===== config.mk =====
export PLATFORM = sky130hd
export DESIGN_NAME = pipe_hazard_unit
export DESIGN_NICKNAME = d
export VERILOG_FILES = /design/src/rtl/pipe_ctrl_pkg.sv /design/src/rtl/hazard_counter.sv /design/src/rtl/pipe_hazard_unit.sv
export SDC_FILE = /design/constraint.sdc
export NUM_CORES = 1
export LEC_CHECK = 0
export BUFFER_PORTS_ARGS = -buffer_cell sky130_fd_sc_hd__buf_2
export CAP_MARGIN = 30
export CORE_MARGIN = 5
export CORE_UTILIZATION = 58
export CTS_BUF_LIST = sky130_fd_sc_hd__clkbuf_8
export DETAILED_ROUTE_END_ITERATION = 10
export PLACE_DENSITY = 0.95
export SLEW_MARGIN = 40
export SYNTH_ARGS = -nofsm -noshare
export SYNTH_HDL_FRONTEND = slang
export SYNTH_SLANG_ARGS = --single-unit

===== constraint.sdc =====
create_clock -name clk -period 4.15 [get_ports clk]
set_clock_uncertainty 0.05 [all_clocks]
set_input_delay 0.83 -clock clk [delete_from_list [all_inputs] [get_ports clk]]
set_output_delay 0.83 -clock clk [all_outputs]
set_load 0.1 [all_outputs]

===== src/rtl/pipe_ctrl_pkg.sv =====
// Shared types and helpers for the pipeline hazard/control block.
package pipe_ctrl_pkg;

   localparam int unsigned FWD_W = 2;
   localparam int unsigned SAT_W = 64;

   // Operand source select for the EXE-stage ALU inputs
   typedef enum logic [FWD_W-1:0] {
      FWD_RF  = 2'b00,
      FWD_EXE = 2'b01,
      FWD_MEM = 2'b10
   } fwd_sel_e;

   // Per-stage pipeline register enables
   typedef struct packed {
      logic if_en;
      logic id_en;
      logic exe_en;
      logic mem_en;
      logic wb_en;
   } stage_en_t;

   // Increment that sticks at max_value instead of wrapping
   function automatic logic [SAT_W-1:0] sat_inc(input logic [SAT_W-1:0] value,
                                                input logic [SAT_W-1:0] max_value);
      return (value >= max_value) ? value : value + SAT_W'(1);
   endfunction

endpackage


===== src/rtl/hazard_counter.sv =====
// Saturating event counter with increment enable (CNT_W up to 64 bits).
module hazard_counter
   import pipe_ctrl_pkg::*;
#(
   parameter int unsigned CNT_W = 32
)(
   input  logic             clk,
   input  logic             rst_n,
   input  logic             inc,
   output logic [CNT_W-1:0] count
);

   localparam logic [SAT_W-1:0] CNT_MAX = SAT_W'({CNT_W{1'b1}});

   // Count enabled events, holding at all-ones
   always_ff @(posedge clk or negedge rst_n) begin
      if (!rst_n) begin
         count <= '0;
      end else if (inc) begin
         count <= CNT_W'(sat_inc(SAT_W'(count), CNT_MAX));
      end
   end

endmodule


===== src/rtl/pipe_hazard_unit.sv =====
// Pipeline control for the 5-stage MIPS core: stage enables, flushes,
// forwarding selects, branch shadow, memory-wait freeze, debug single-step
// and saturating stall/flush counters.
// Optional macro PIPE_FORWARDING_EN: enables EXE/MEM operand bypass so only
// load-use hazards stall; when undefined every EXE/MEM hit stalls.
module pipe_hazard_unit
   import pipe_ctrl_pkg::*;
#(
   parameter int unsigned REG_ADDR_W     = 5,
   parameter int unsigned BRANCH_PENALTY = 3,
   parameter int unsigned CNT_W          = 32
)(
   input  logic                  clk,
   input  logic                  rst_n,
   input  logic                  id_valid,
   input  logic [REG_ADDR_W-1:0] id_rs_addr,
   input  logic                  id_rs_used,
   input  logic [REG_ADDR_W-1:0] id_rt_addr,
   input  logic                  id_rt_used,
   input  logic                  id_is_branch,
   input  logic                  exe_wen,
   input  logic [REG_ADDR_W-1:0] exe_waddr,
   input  logic                  exe_is_load,
   input  logic                  mem_wen,
   input  logic [REG_ADDR_W-1:0] mem_waddr,
   input  logic                  mem_req,
   input  logic                  mem_ready,
   input  logic                  debug_en,
   input  logic                  debug_step,
   output logic                  if_en,
   output logic                  id_en,
   output logic                  exe_en,
   output logic                  mem_en,
   output logic                  wb_en,
   output logic                  id_flush,
   output logic                  exe_flush,
   output logic [FWD_W-1:0]      fwd_a_sel,
   output logic [FWD_W-1:0]      fwd_b_sel,
   output logic [CNT_W-1:0]      stall_cycles,
   output logic [CNT_W-1:0]      flush_cycles
);

   localparam int unsigned   BR_W      = 3;
   localparam logic [BR_W-1:0] BR_RELOAD = BR_W'(BRANCH_PENALTY - 1);

   // A used, nonzero source matching a writing stage's destination
   function automatic logic src_hit(input logic                  used,
                                    input logic [REG_ADDR_W-1:0] addr,
                                    input logic                  wen,
                                    input logic [REG_ADDR_W-1:0] waddr);
      return used && (addr != '0) && wen && (addr == waddr);
   endfunction

   logic            rs_exe_hit, rs_mem_hit, rt_exe_hit, rt_mem_hit;
   logic            raw_stall;
   fwd_sel_e        fwd_a_core, fwd_b_core;
   logic [BR_W-1:0] br_cnt, br_cnt_nxt;
   logic            step_prev;
   logic            step_pulse, debug_hold, mem_wait;
   stage_en_t       en_core;
   logic            id_flush_core, exe_flush_core;
   logic            stall_inc;

   assign rs_exe_hit = src_hit(id_rs_used, id_rs_addr, exe_wen, exe_waddr);
   assign rs_mem_hit = src_hit(id_rs_used, id_rs_addr, mem_wen, mem_waddr);
   assign rt_exe_hit = src_hit(id_rt_used, id_rt_addr, exe_wen, exe_waddr);
   assign rt_mem_hit = src_hit(id_rt_used, id_rt_addr, mem_wen, mem_waddr);

`ifdef PIPE_FORWARDING_EN
   // EXE bypass wins over MEM; a load in EXE has no result to bypass yet
   function automatic fwd_sel_e pick_src(input logic exe_hit, input logic mem_hit);
      if (exe_hit && !exe_is_load) begin
         return FWD_EXE;
      end else if (mem_hit) begin
         return FWD_MEM;
      end
      return FWD_RF;
   endfunction

   assign raw_stall  = exe_is_load & (rs_exe_hit | rt_exe_hit);
   assign fwd_a_core = pick_src(rs_exe_hit, rs_mem_hit);
   assign fwd_b_core = pick_src(rt_exe_hit, rt_mem_hit);
`else
   logic exe_load_hit, exe_alu_hit;

   // Without a bypass path any in-flight producer must drain first
   assign exe_load_hit = exe_is_load  & (rs_exe_hit | rt_exe_hit);
   assign exe_alu_hit  = ~exe_is_load & (rs_exe_hit | rt_exe_hit);
   assign raw_stall    = exe_load_hit | exe_alu_hit | rs_mem_hit | rt_mem_hit;
   assign fwd_a_core   = FWD_RF;
   assign fwd_b_core   = FWD_RF;
`endif

   assign step_pulse = debug_step & ~step_prev;
   assign debug_hold = debug_en & ~step_pulse;
   assign mem_wait   = mem_req & ~mem_ready;

   // Branch-shadow count and step-edge history
   always_ff @(posedge clk or negedge rst_n) begin
      if (!rst_n) begin
         br_cnt    <= '0;
         step_prev <= 1'b1;
      end else begin
         br_cnt    <= br_cnt_nxt;
         step_prev <= debug_step;
      end
   end

   // Prioritised control decision: debug hold, memory wait, data stall, branch
   always_comb begin
      en_core        = '1;
      id_flush_core  = 1'b0;
      exe_flush_core = 1'b0;
      stall_inc      = 1'b0;
      br_cnt_nxt     = br_cnt;
      if (debug_hold || mem_wait) begin
         en_core = '0;
      end else if (raw_stall && id_valid) begin
         en_core.if_en  = 1'b0;
         en_core.id_en  = 1'b0;
         exe_flush_core = 1'b1;
         stall_inc      = 1'b1;
      end else if (br_cnt != '0) begin
         id_flush_core = 1'b1;
         br_cnt_nxt    = br_cnt - BR_W'(1);
      end else if (id_valid && id_is_branch) begin
         id_flush_core = 1'b1;
         br_cnt_nxt    = BR_RELOAD;
      end
   end

   // Reset forces a fully enabled, fully flushed pipeline with no bypass
   always_comb begin
      if_en     = en_core.if_en;
      id_en     = en_core.id_en;
      exe_en    = en_core.exe_en;
      mem_en    = en_core.mem_en;
      wb_en     = en_core.wb_en;
      id_flush  = id_flush_core;
      exe_flush = exe_flush_core;
      fwd_a_sel = fwd_a_core;
      fwd_b_sel = fwd_b_core;
      if (!rst_n) begin
         if_en     = 1'b1;
         id_en     = 1'b1;
         exe_en    = 1'b1;
         mem_en    = 1'b1;
         wb_en     = 1'b1;
         id_flush  = 1'b1;
         exe_flush = 1'b1;
         fwd_a_sel = FWD_RF;
         fwd_b_sel = FWD_RF;
      end
   end

   hazard_counter #(.CNT_W(CNT_W)) u_stall_cnt (
      .clk   (clk),
      .rst_n (rst_n),
      .inc   (stall_inc),
      .count (stall_cycles)
   );

   hazard_counter #(.CNT_W(CNT_W)) u_flush_cnt (
      .clk   (clk),
      .rst_n (rst_n),
      .inc   (id_flush_core),
      .count (flush_cycles)
   );

endmodule

==> results.sh, run 1 <==
export IMPL_power_density_cell_area_nw_per_um2=468
export IMPL_cp_num_cells=8
export IMPL_cp_endpoint="id_en"
export IMPL_grt_pass1_vias=3063
export IMPL_p_leak_nw=2.17
export IMPL_cp_slowest_stage_delay_ps=540
export IMPL_clockBufferDepth=2
export IMPL_r2r_start="u_stall_cnt.count[0]"
export IMPL_maxCapViolCount=0
export IMPL_path_clk_slew_ps=80
export IMPL_die_w_um=89.4
export IMPL_grt_pass1_wl_mm=14.1
export IMPL_r2r_slack_ps=1260
export IMPL_crit_type="in -> out"
export IMPL_critPathRequiredTime_ps=3270
export IMPL_rows=29
export IMPL_core_sq_um=6240
export IMPL_drc_errors=0
export IMPL_cts_buffers=9
export IMPL_synth_async_reset_ratio_pct=100
export IMPL_crit_fanout=3
export IMPL_final_nets=505
export IMPL_grt_max_degree=59
export IMPL_reg2reg_depth=8
export IMPL_cp_arrival_ps=2600
export IMPL_cts_root_buffer="clkbuf_8"
export IMPL_grt_ovfl_total=0
export IMPL_clk_latency_ps=330
export IMPL_postCtsHoldBufs=0
export IMPL_dieArea_sq_um=7990
export IMPL_ant_nets=0
export IMPL_ys_warn_count=0
export IMPL_placedCellCount=533
export IMPL_gp_congestion=0.844
export IMPL_dp_hpwl_mm=6.50
export IMPL_top_level_ports=108
export IMPL_cts_tree="built"
export IMPL_ys_flop_type="dfrtp_1"
export IMPL_io_buffers=102
export IMPL_synth_distinct_cells=38
export IMPL_fp_dieH_um=89.4
export IMPL_min_path_type="in -> async"
export IMPL_grt_usage_pct=22.6
export IMPL_rsz0062_at_grt="no"
export IMPL_critPathTopFamily="simple AND/OR/NAND/NOR gates"
export IMPL_synth_seq_cells=68
export IMPL_slew_viol_final=0
export IMPL_fin_crit_sh_pct=83.9
export IMPL_diodes=0
export IMPL_firstDrtPassIters=4
export IMPL_fin_cells=548
export IMPL_antenna_found_initial=0
export IMPL_start_util_pct=58.6
export IMPL_tns_ps=0
export IMPL_drive_above_1_share_pct=28.9
export IMPL_critPathBufInv=2
export IMPL_endpoint_kind="output port"
export IMPL_synth_seq_area_share_pct=46.6
export IMPL_post_cts_buffers=0
export IMPL_r2r_end="u_stall_cnt.count[1]"
export IMPL_avgViaCountPerCell=5.64
export IMPL_crit_path_start_kind="primary input"
export IMPL_ir_drop_uv=644
export IMPL_outcome="completed"
export IMPL_maxClockFrequency_mhz=287
export IMPL_synth_area_sq_um=3650
export IMPL_ctsResizeCount=0
export IMPL_clock_sinks=68
export IMPL_hold_ws_ps=333
export IMPL_synthCells=362
export IMPL_synth_area_per_cell_sq_um=10.1
export IMPL_drt_iter0_markers=150
export IMPL_slew_headroom_pct=52.3
export IMPL_routed_wl_mm=8.70
export IMPL_crit_path_start="id_rs_addr[1]"
export IMPL_setup_ws_ps=668
export IMPL_fin_crit_ps=3480
export IMPL_nFillCells=494
export IMPL_dr_total_vias=3088
export IMPL_power_w=0.00208
export IMPL_htreeDepth=3
export IMPL_routedWlPerCell_um=15.9
export IMPL_hold_viol=0
export IMPL_worst_slew_pin_slew_ps=715
export IMPL_setup_viol=0
export IMPL_synth_edf_count=0
export IMPL_area_delta_synth_final_pct=21.7
export IMPL_place_ws_ps=658
export IMPL_cp_slowest_cell="or4_1"
export IMPL_path_cells="buf_2 > or4_1 > o21ai_1 > nor4_1 > o211ai_1 > nand3_1 > nand2_1 > buf_12"
-- synth_stat cells (all sizes together) (3+ instances only) --
cell,instances,area (sq um)
or3,4,31.3
clkbuf,6,22.5
nand4,21,144
nor4,16,100
mux2,4,45.0
xor2,32,280
nand2,28,105
ha,5,62.6
nor2,10,37.5
nand2b,3,18.8
or4,3,26.3
nand3,31,160
and3,19,119
dfrtp,67,1680
xnor2,49,429
nor2b,3,18.8
inv,12,45.0
o21ai,5,36.3
buf,12,88.8
nor3,19,95.1
-- area by class of cell --
class | count | area, sq um | share of cell area (%)
clock inverter | 6 | 65.1 | 1.46
inverter | 12 | 45.0 | 1.01
timing repair buffer | 109 | 608 | 13.7
clock buffer | 9 | 124 | 2.78
sequential | 68 | 1700 | 38.3
multi-input combinational | 267 | 1810 | 40.6
tap | 77 | 96.3 | 2.17
-- registers in the layout (all words and copies together), names as in the netlist --
signal             cells
u_stall_cnt.count     32
step_prev              1
u_flush_cnt.count     32
br_cnt                 3
-- per-stage QoR --
step | instance area, sq um | utilization [%]
floorplan | 3670 | -
global placement | 4260 | 68.2
detailed placement | 4260 | 68.2
CTS | 4450 | 71.3
global route | 4450 | 71.3
finish | 4450 | 71.3
-- layer usage --
metal  GRT usage (%)  wire (um)  share of wire, %  vias to the layer above
met5               0          0                 0                        -
li1                -          -                 -                     1462
met1            28.3       3630                42                     1487
met2            38.0       4240                49                      123
met4            8.53        141               1.6                        0
met3            5.07        696               8.0                       16
-- cell usage in the layout, fill, tap and decap left out, types with 2 or more instances in the layout --
master	n
o21ai_1	2
nor2_1	10
or4_1	2
nor4_1	16
ha_1	5
mux2_2	4
and4_1	2
nand2b_1	3
clkinv_2	2
nand3_1	30
o211ai_1	2
or3_1	2
inv_1	12
buf_12	3
xor2_1	32
xnor2_1	49
nand2_1	28
buf_2	99
clkbuf_8	9
dfrtp_1	67
o2111ai_1	2
buf_4	7
nor2b_1	3
conb_1	4
nand4_2	2
nor3_1	19
and3_1	19
nand4_1	19
and2_1	2
o21ai_0	2
-- worst min-delay path by stage --
stage	startpoint	endpoint	slack (ps)	cells past startpoint
final	rst_n	u_stall_cnt.count[22]	330	1
after global routing	rst_n	u_stall_cnt.count[20]	340	1
after CTS	rst_n	u_stall_cnt.count[21]	330	1
after detailed placement	br_cnt[1]	br_cnt[1]	420	2
after global placement	br_cnt[1]	br_cnt[1]	410	2
after floorplan	br_cnt[1]	br_cnt[1]	400	2
-- logic make-up after synthesis --
logic type,share of synthesized area [%]
compound gates,2.23
xor+xnor,19.4
fa+ha+maj,1.71
buf+inv,4.28
flops,46.6
mux,1.23
other cells,0.103
simple gates,24.4
-- worst register-to-register path, delay by kind of cell (launching register included) --
family,cells,cell delay (ps)
simple gates,5,1530
mux,1,350
fa+ha+maj,1,230
flops,1,400
buf+inv,1,200
-- where the power goes --
group	internal (W)	leakage [nW]	switching, W
sequential	0.000726	0.879	0.0000677
combinational	0.000151	1.20	0.000614
clock	0.000275	0.0955	0.000250
total	0.00115	2.17	0.000932
Note: power is estimated with default switching activity, not from simulation.
==> inputs of run 2 (changes only) <==
- CORE_UTILIZATION: 58 -> 48
- PLACE_DENSITY: 0.95 -> 0.88
- clock period: 4.15 -> 2.88 ns (I/O delays scaled with it)
==> run 2 against run 1 <==
The flow now finishes with violations (setup timing); die area grew 18%; total power rose by 49%; via count is 1.3% higher; hold slack lost 290 ps; sequential power grew 44%; critical endpoint unchanged; final cell count rose by 7.1%; clock power grew 60%; highest routed layer unchanged.
==> results.sh, run 2 (synthesis gave the netlist of run 1 again) <==
export IMPL_outcome="complete, but fails checks"
export IMPL_violations="setup timing"
export IMPL_routedWlPerCell_um=15.3
export IMPL_fp_dieH_um=97.3
export IMPL_rsz0062_at_grt="yes"
export IMPL_min_path_type="in -> async"
export IMPL_crit_fanout=2
export IMPL_routed_wl_mm=9.00
export IMPL_ant_nets=0
export IMPL_area_delta_synth_final_pct=29.1
export IMPL_nFillCells=628
export IMPL_cts_tree="built"
export IMPL_endpoint_kind="output port"
export IMPL_worst_slew_pin_slew_ps=511
export IMPL_slew_viol_final=0
export IMPL_gp_congestion=0.857
export IMPL_path_clk_slew_ps=70
export IMPL_final_nets=521
export IMPL_maxClockFrequency_mhz=345
export IMPL_drt_iter0_markers=173
export IMPL_start_util_pct=49.9
export IMPL_fin_crit_sh_pct=101
export IMPL_drive_above_1_share_pct=36.3
export IMPL_fin_crit_ps=2900
export IMPL_postCtsHoldBufs=0
export IMPL_io_buffers=102
export IMPL_drc_errors=0
export IMPL_avgViaCountPerCell=5.33
export IMPL_final_common_cell="buf_2"
export IMPL_path_cells="buf_2 > or4_4 > o21ai_2 > nor4_1 > o211ai_1 > nand3_1 > buf_6 > nand2_8 > buf_12"
export IMPL_cts_buffers=9
export IMPL_die_w_um=97.3
export IMPL_hold_viol=0
export IMPL_slew_headroom_pct=65.9
export IMPL_maxCapViolCount=0
export IMPL_grt_max_degree=40
export IMPL_top_level_ports=108
export IMPL_cp_slowest_stage_delay_ps=530
export IMPL_grt_ovfl_total=0
export IMPL_grt_usage_pct=18.9
export IMPL_grt_pass1_wl_mm=14.8
export IMPL_critPathRequiredTime_ps=2250
export IMPL_setup_ws_ps=-17.2
export IMPL_layout_common_cells="buf_2 (97), xnor2_1 (49), dfrtp_1 (49)"
export IMPL_multiInputGateArea_sq_um=1860
export IMPL_clk_latency_ps=320
export IMPL_regArea_sq_um=1730
export IMPL_tns_ps=-33.7
export IMPL_clock_sinks=68
export IMPL_core_sq_um=7330
export IMPL_ir_drop_uv=630
export IMPL_place_ws_ps=-95.8
export IMPL_dp_hpwl_mm=6.87
export IMPL_dr_total_vias=3127
export IMPL_diodes=0
export IMPL_firstDrtPassIters=4
export IMPL_cp_arrival_ps=2270
export IMPL_p_leak_nw=2.26
export IMPL_antenna_found_initial=0
export IMPL_crit_path_start_kind="primary input"
export IMPL_grt_pass1_vias=3022
export IMPL_cp_slowest_cell="or4_4"
export IMPL_largestRegisters="u_flush_cnt.count (32), u_stall_cnt.count (32), br_cnt (3)"
export IMPL_power_density_cell_area_nw_per_um2=660
export IMPL_htreeDepth=3
export IMPL_rows=31
export IMPL_dieArea_sq_um=9460
export IMPL_crit_type="in -> out"
export IMPL_cts_root_buffer="clkbuf_8"
export IMPL_setup_viol=2
export IMPL_clockBufferDepth=2
run 2: routing by layer:
layer | up-vias | part of all wire (%) | wire length (um) | global-route usage, %
met2 | 96 | 48 | 4350 | 30.8
met3 | 13 | 5.6 | 504 | 3.80
met4 | 0 | 1.8 | 159 | 6.60
li1 | 1498 | - | - | -
met5 | - | 0 | 0 | 0
met1 | 1520 | 44 | 3990 | 25.0
run 2: timing repair:
item,CTS,global route
setup endpoints to repair,4,4
buffers inserted,1,0
resized for setup,5,1
pin swaps,3,7
run 2: path summary, 6_finish.rpt:
kind,start,to,slack [ps],cells after the start
max in group asynchronous,rst_n,u_stall_cnt.count[1],1970,2
worst max-delay path,id_rt_addr[1],id_en,-20,9
worst min-delay path,rst_n,br_cnt[1],40,1
worst min register to register,br_cnt[1],br_cnt[1],430,2
min in group clk,debug_step,step_prev,310,1
worst max register to register,u_stall_cnt.count[0],u_stall_cnt.count[1],240,7
run 2: final cells by class:
cell class / instances / share of cell area [%]
Clock buffer: 9 / 2.62
Clock inverter: 7 / 1.96
Multi-Input combinational cell: 267 / 39.4
Sequential cell: 68 / 36.6
Tap cell: 99 / 2.62
Timing Repair Buffer: 125 / 15.9
Inverter: 12 / 0.954
run 2: power breakdown:
part | leakage (nW) | switching [W] | internal, W | total, W
Sequential | 0.854 | 0.0000932 | 0.00105 | 0.00114
Clock | 0.107 | 0.000357 | 0.000484 | 0.000842
Combinational | 1.30 | 0.000891 | 0.000241 | 0.00113
Total | 2.26 | 0.00134 | 0.00177 | 0.00312
run 2: per-stage QoR:
stage / std cells / instance area, sq um / total power [W] / hold slack [ps] / util, %
4_1_cts: 587 / 4720 / 0.00315 / 34.2 / 64.3
5_1_grt: 587 / 4720 / 0.00325 / 30.0 / 64.4
6_report: 587 / 4720 / 0.00312 / 44.4 / 64.4
2_1_floorplan: 365 / 3730 / 0.00204 / 230 / -
3_5_place_dp: 570 / 4470 / 0.00229 / 391 / 61.0
3_3_place_gp: 570 / 4470 / 0.00227 / 392 / 61.0
run 2: critical path, delay by kind of cell:
kind            cells  cell delay [ps]
simple gates        4              830
buf+inv             3              450
compound gates      2              410
==> inputs of run 3 (changes only) <==
- clock period: 2.88 -> 2.5 ns (I/O delays scaled with it)
==> run 3 against run 2 <==
The run still ends with setup timing left; critical path type unchanged; global-route usage increased by 2.2 points; routed wire length is 22% higher; register-to-register slack worse by 210 ps; largest power group is now combinational logic.
==> results.sh, run 3 (synthesis gave the netlist of run 1 again) <==
export IMPL_outcome="complete, but fails checks"
export IMPL_violations="setup timing"
export IMPL_routed_wl_mm=11.0
export IMPL_grt_max_degree=34
export IMPL_hold_viol=0
export IMPL_core_sq_um=7330
export IMPL_cp_num_cells=8
export IMPL_ir_drop_uv=598
export IMPL_setup_viol=9
export IMPL_fp_dieH_um=97.3
export IMPL_cp_slowest_stage_delay_ps=540
export IMPL_die_w_um=97.3
export IMPL_routedWlPerCell_um=18.3
export IMPL_dp_hpwl_mm=7.12
export IMPL_setup_ws_ps=-249
export IMPL_critPathBufInv=2
export IMPL_area_delta_synth_final_pct=44.6
export IMPL_path_cells="buf_6 > or4_4 > o21ai_4 > nor4_2 > o211ai_1 > nand4_2 > nand2_8 > buf_12"
export IMPL_top_level_ports=108
export IMPL_cp_arrival_ps=2200
export IMPL_drt_iter0_markers=151
export IMPL_path_clk_slew_ps=60
export IMPL_worst_slew_pin_slew_ps=666
export IMPL_drc_errors=0
export IMPL_crit_fanout=2
export IMPL_tns_ps=-1120
export IMPL_layout_common_cells="buf_2 (92), xnor2_1 (49), xor2_1 (32)"
export IMPL_post_route_cell_area_sq_um=5280
export IMPL_nFillCells=477
export IMPL_firstDrtPassIters=4
export IMPL_fin_crit_ps=2750
export IMPL_antenna_found_initial=0
export IMPL_gp_congestion=0.851
export IMPL_grt_pass1_wl_mm=16.5
export IMPL_reg2reg_depth=6
export IMPL_clock_sinks=68
export IMPL_dr_total_vias=3368
export IMPL_cts_tree="built"
export IMPL_maxCapViolCount=0
export IMPL_start_util_pct=49.9
export IMPL_rows=31
export IMPL_ant_nets=0
export IMPL_clockBufferDepth=2
export IMPL_endpoint_kind="output port"
export IMPL_p_leak_nw=2.44
export IMPL_final_nets=534
export IMPL_critPathTopFamily="simple AND/OR/NAND/NOR gates"
export IMPL_cts_buffers=9
export IMPL_cts_root_buffer="clkbuf_8"
export IMPL_maxClockFrequency_mhz=364
export IMPL_cp_endpoint="id_flush"
export IMPL_min_path_type="in -> reg"
export IMPL_rsz0062_at_grt="yes"
export IMPL_fin_crit_sh_pct=110
export IMPL_htreeDepth=3
export IMPL_io_buffers=102
export IMPL_final_common_cell="buf_2"
export IMPL_r2r_start="u_flush_cnt.count[12]"
export IMPL_grt_usage_pct=21.1
export IMPL_clk_latency_ps=350
export IMPL_crit_type="in -> out"
export IMPL_dieArea_sq_um=9460
export IMPL_drive_above_1_share_pct=48.7
export IMPL_slew_headroom_pct=55.6
export IMPL_power_density_cell_area_nw_per_um2=711
export IMPL_crit_path_start="id_rs_addr[4]"
export IMPL_place_area_sq_um=4700
export IMPL_grt_ovfl_total=0
export IMPL_r2r_end="u_flush_cnt.count[30]"
export IMPL_r2r_slack_ps=30
export IMPL_cp_slowest_cell="or4_4"
export IMPL_largestRegisters="u_flush_cnt.count (32), u_stall_cnt.count (32), br_cnt (3)"
export IMPL_diodes=0
export IMPL_grt_pass1_vias=3378
export IMPL_slew_viol_final=0
export IMPL_critPathRequiredTime_ps=1950
export IMPL_avgViaCountPerCell=5.61
export IMPL_crit_path_start_kind="primary input"
## run 3: changes by cell type in the layout (fill, tap and decap cells not counted), moves of 3 or more
cell,previous run,this run
dfrtp_1,49,29
nor3_1,19,4
buf_2,97,92
nor3_2,0,12
dfrtp_4,0,13
nor3_4,0,3
nor4_1,16,0
buf_12,4,9
dfrtp_2,18,25
buf_6,1,4
nor4_2,0,6
buf_4,23,31
nor4_4,0,10
## run 3: how the worst min path moves through the flow
stage                          start        end  slack [ps]  depth (start not counted)
after global routing      debug_step  step_prev         190                          1
after global placement         rst_n  br_cnt[0]         350                          1
final                     debug_step  step_prev         220                          1
after CTS                 debug_step  step_prev         200                          1
after detailed placement       rst_n  br_cnt[0]         350                          1
after floorplan                rst_n  br_cnt[0]         150                          0
## run 3: per-stage QoR
step / total power, W / cells / utilization [%] / setup WS (ps) / hold WS (ps)
after detailed placement: 0.00271 / 577 / 64.1 / -474 / 354
final: 0.00375 / 600 / 72.1 / -249 / 220
after global placement: 0.00267 / 577 / 64.1 / -270 / 348
after CTS: 0.00368 / 596 / 69.2 / -229 / 197
after global routing: 0.00389 / 600 / 72.1 / -327 / 194
after floorplan: 0.00237 / 365 / - / -201 / 154
## run 3: worst reg2reg max path, stage by stage (launching register included)
cell	delay, ps
dfrtp_4	420
nand2_1	150
or4_4	560
nor3_1	290
nand4_1	320
nor4_2	380
xor2_1	220
## run 3: area by class of cell
cell class	instances	area [sq um]	share of cell area, %
Clock buffer	11	151	2.87
Clock inverter	5	51.3	0.971
Inverter	12	45.0	0.852
Multi-Input combinational cell	268	2200	41.7
Sequential cell	68	1780	33.7
Tap cell	99	124	2.34
Timing Repair Buffer	137	928	17.6
## run 3: power breakdown
group | total, W | internal (W) | leakage, nW | switching, W
Clock | 0.000926 | 0.000508 | 0.107 | 0.000418
Combinational | 0.00148 | 0.000352 | 1.51 | 0.00113
Sequential | 0.00135 | 0.00122 | 0.826 | 0.000128
## run 3: layer usage
layer	wire [um]	track usage, %
met1	4100	25.6
met2	5670	35.7
met3	847	7.04
met4	344	5.96
met5	0	0
## run 3: timing repair
item / CTS / global route
resized for setup: 24 / 31
endpoints found under the hold margin: 9 / 0
hold buffers: 1 / 0
buffers inserted: 2 / 4
setup endpoints to repair: 12 / 32
pin swaps: 9 / 21
gates cloned: 0 / 1
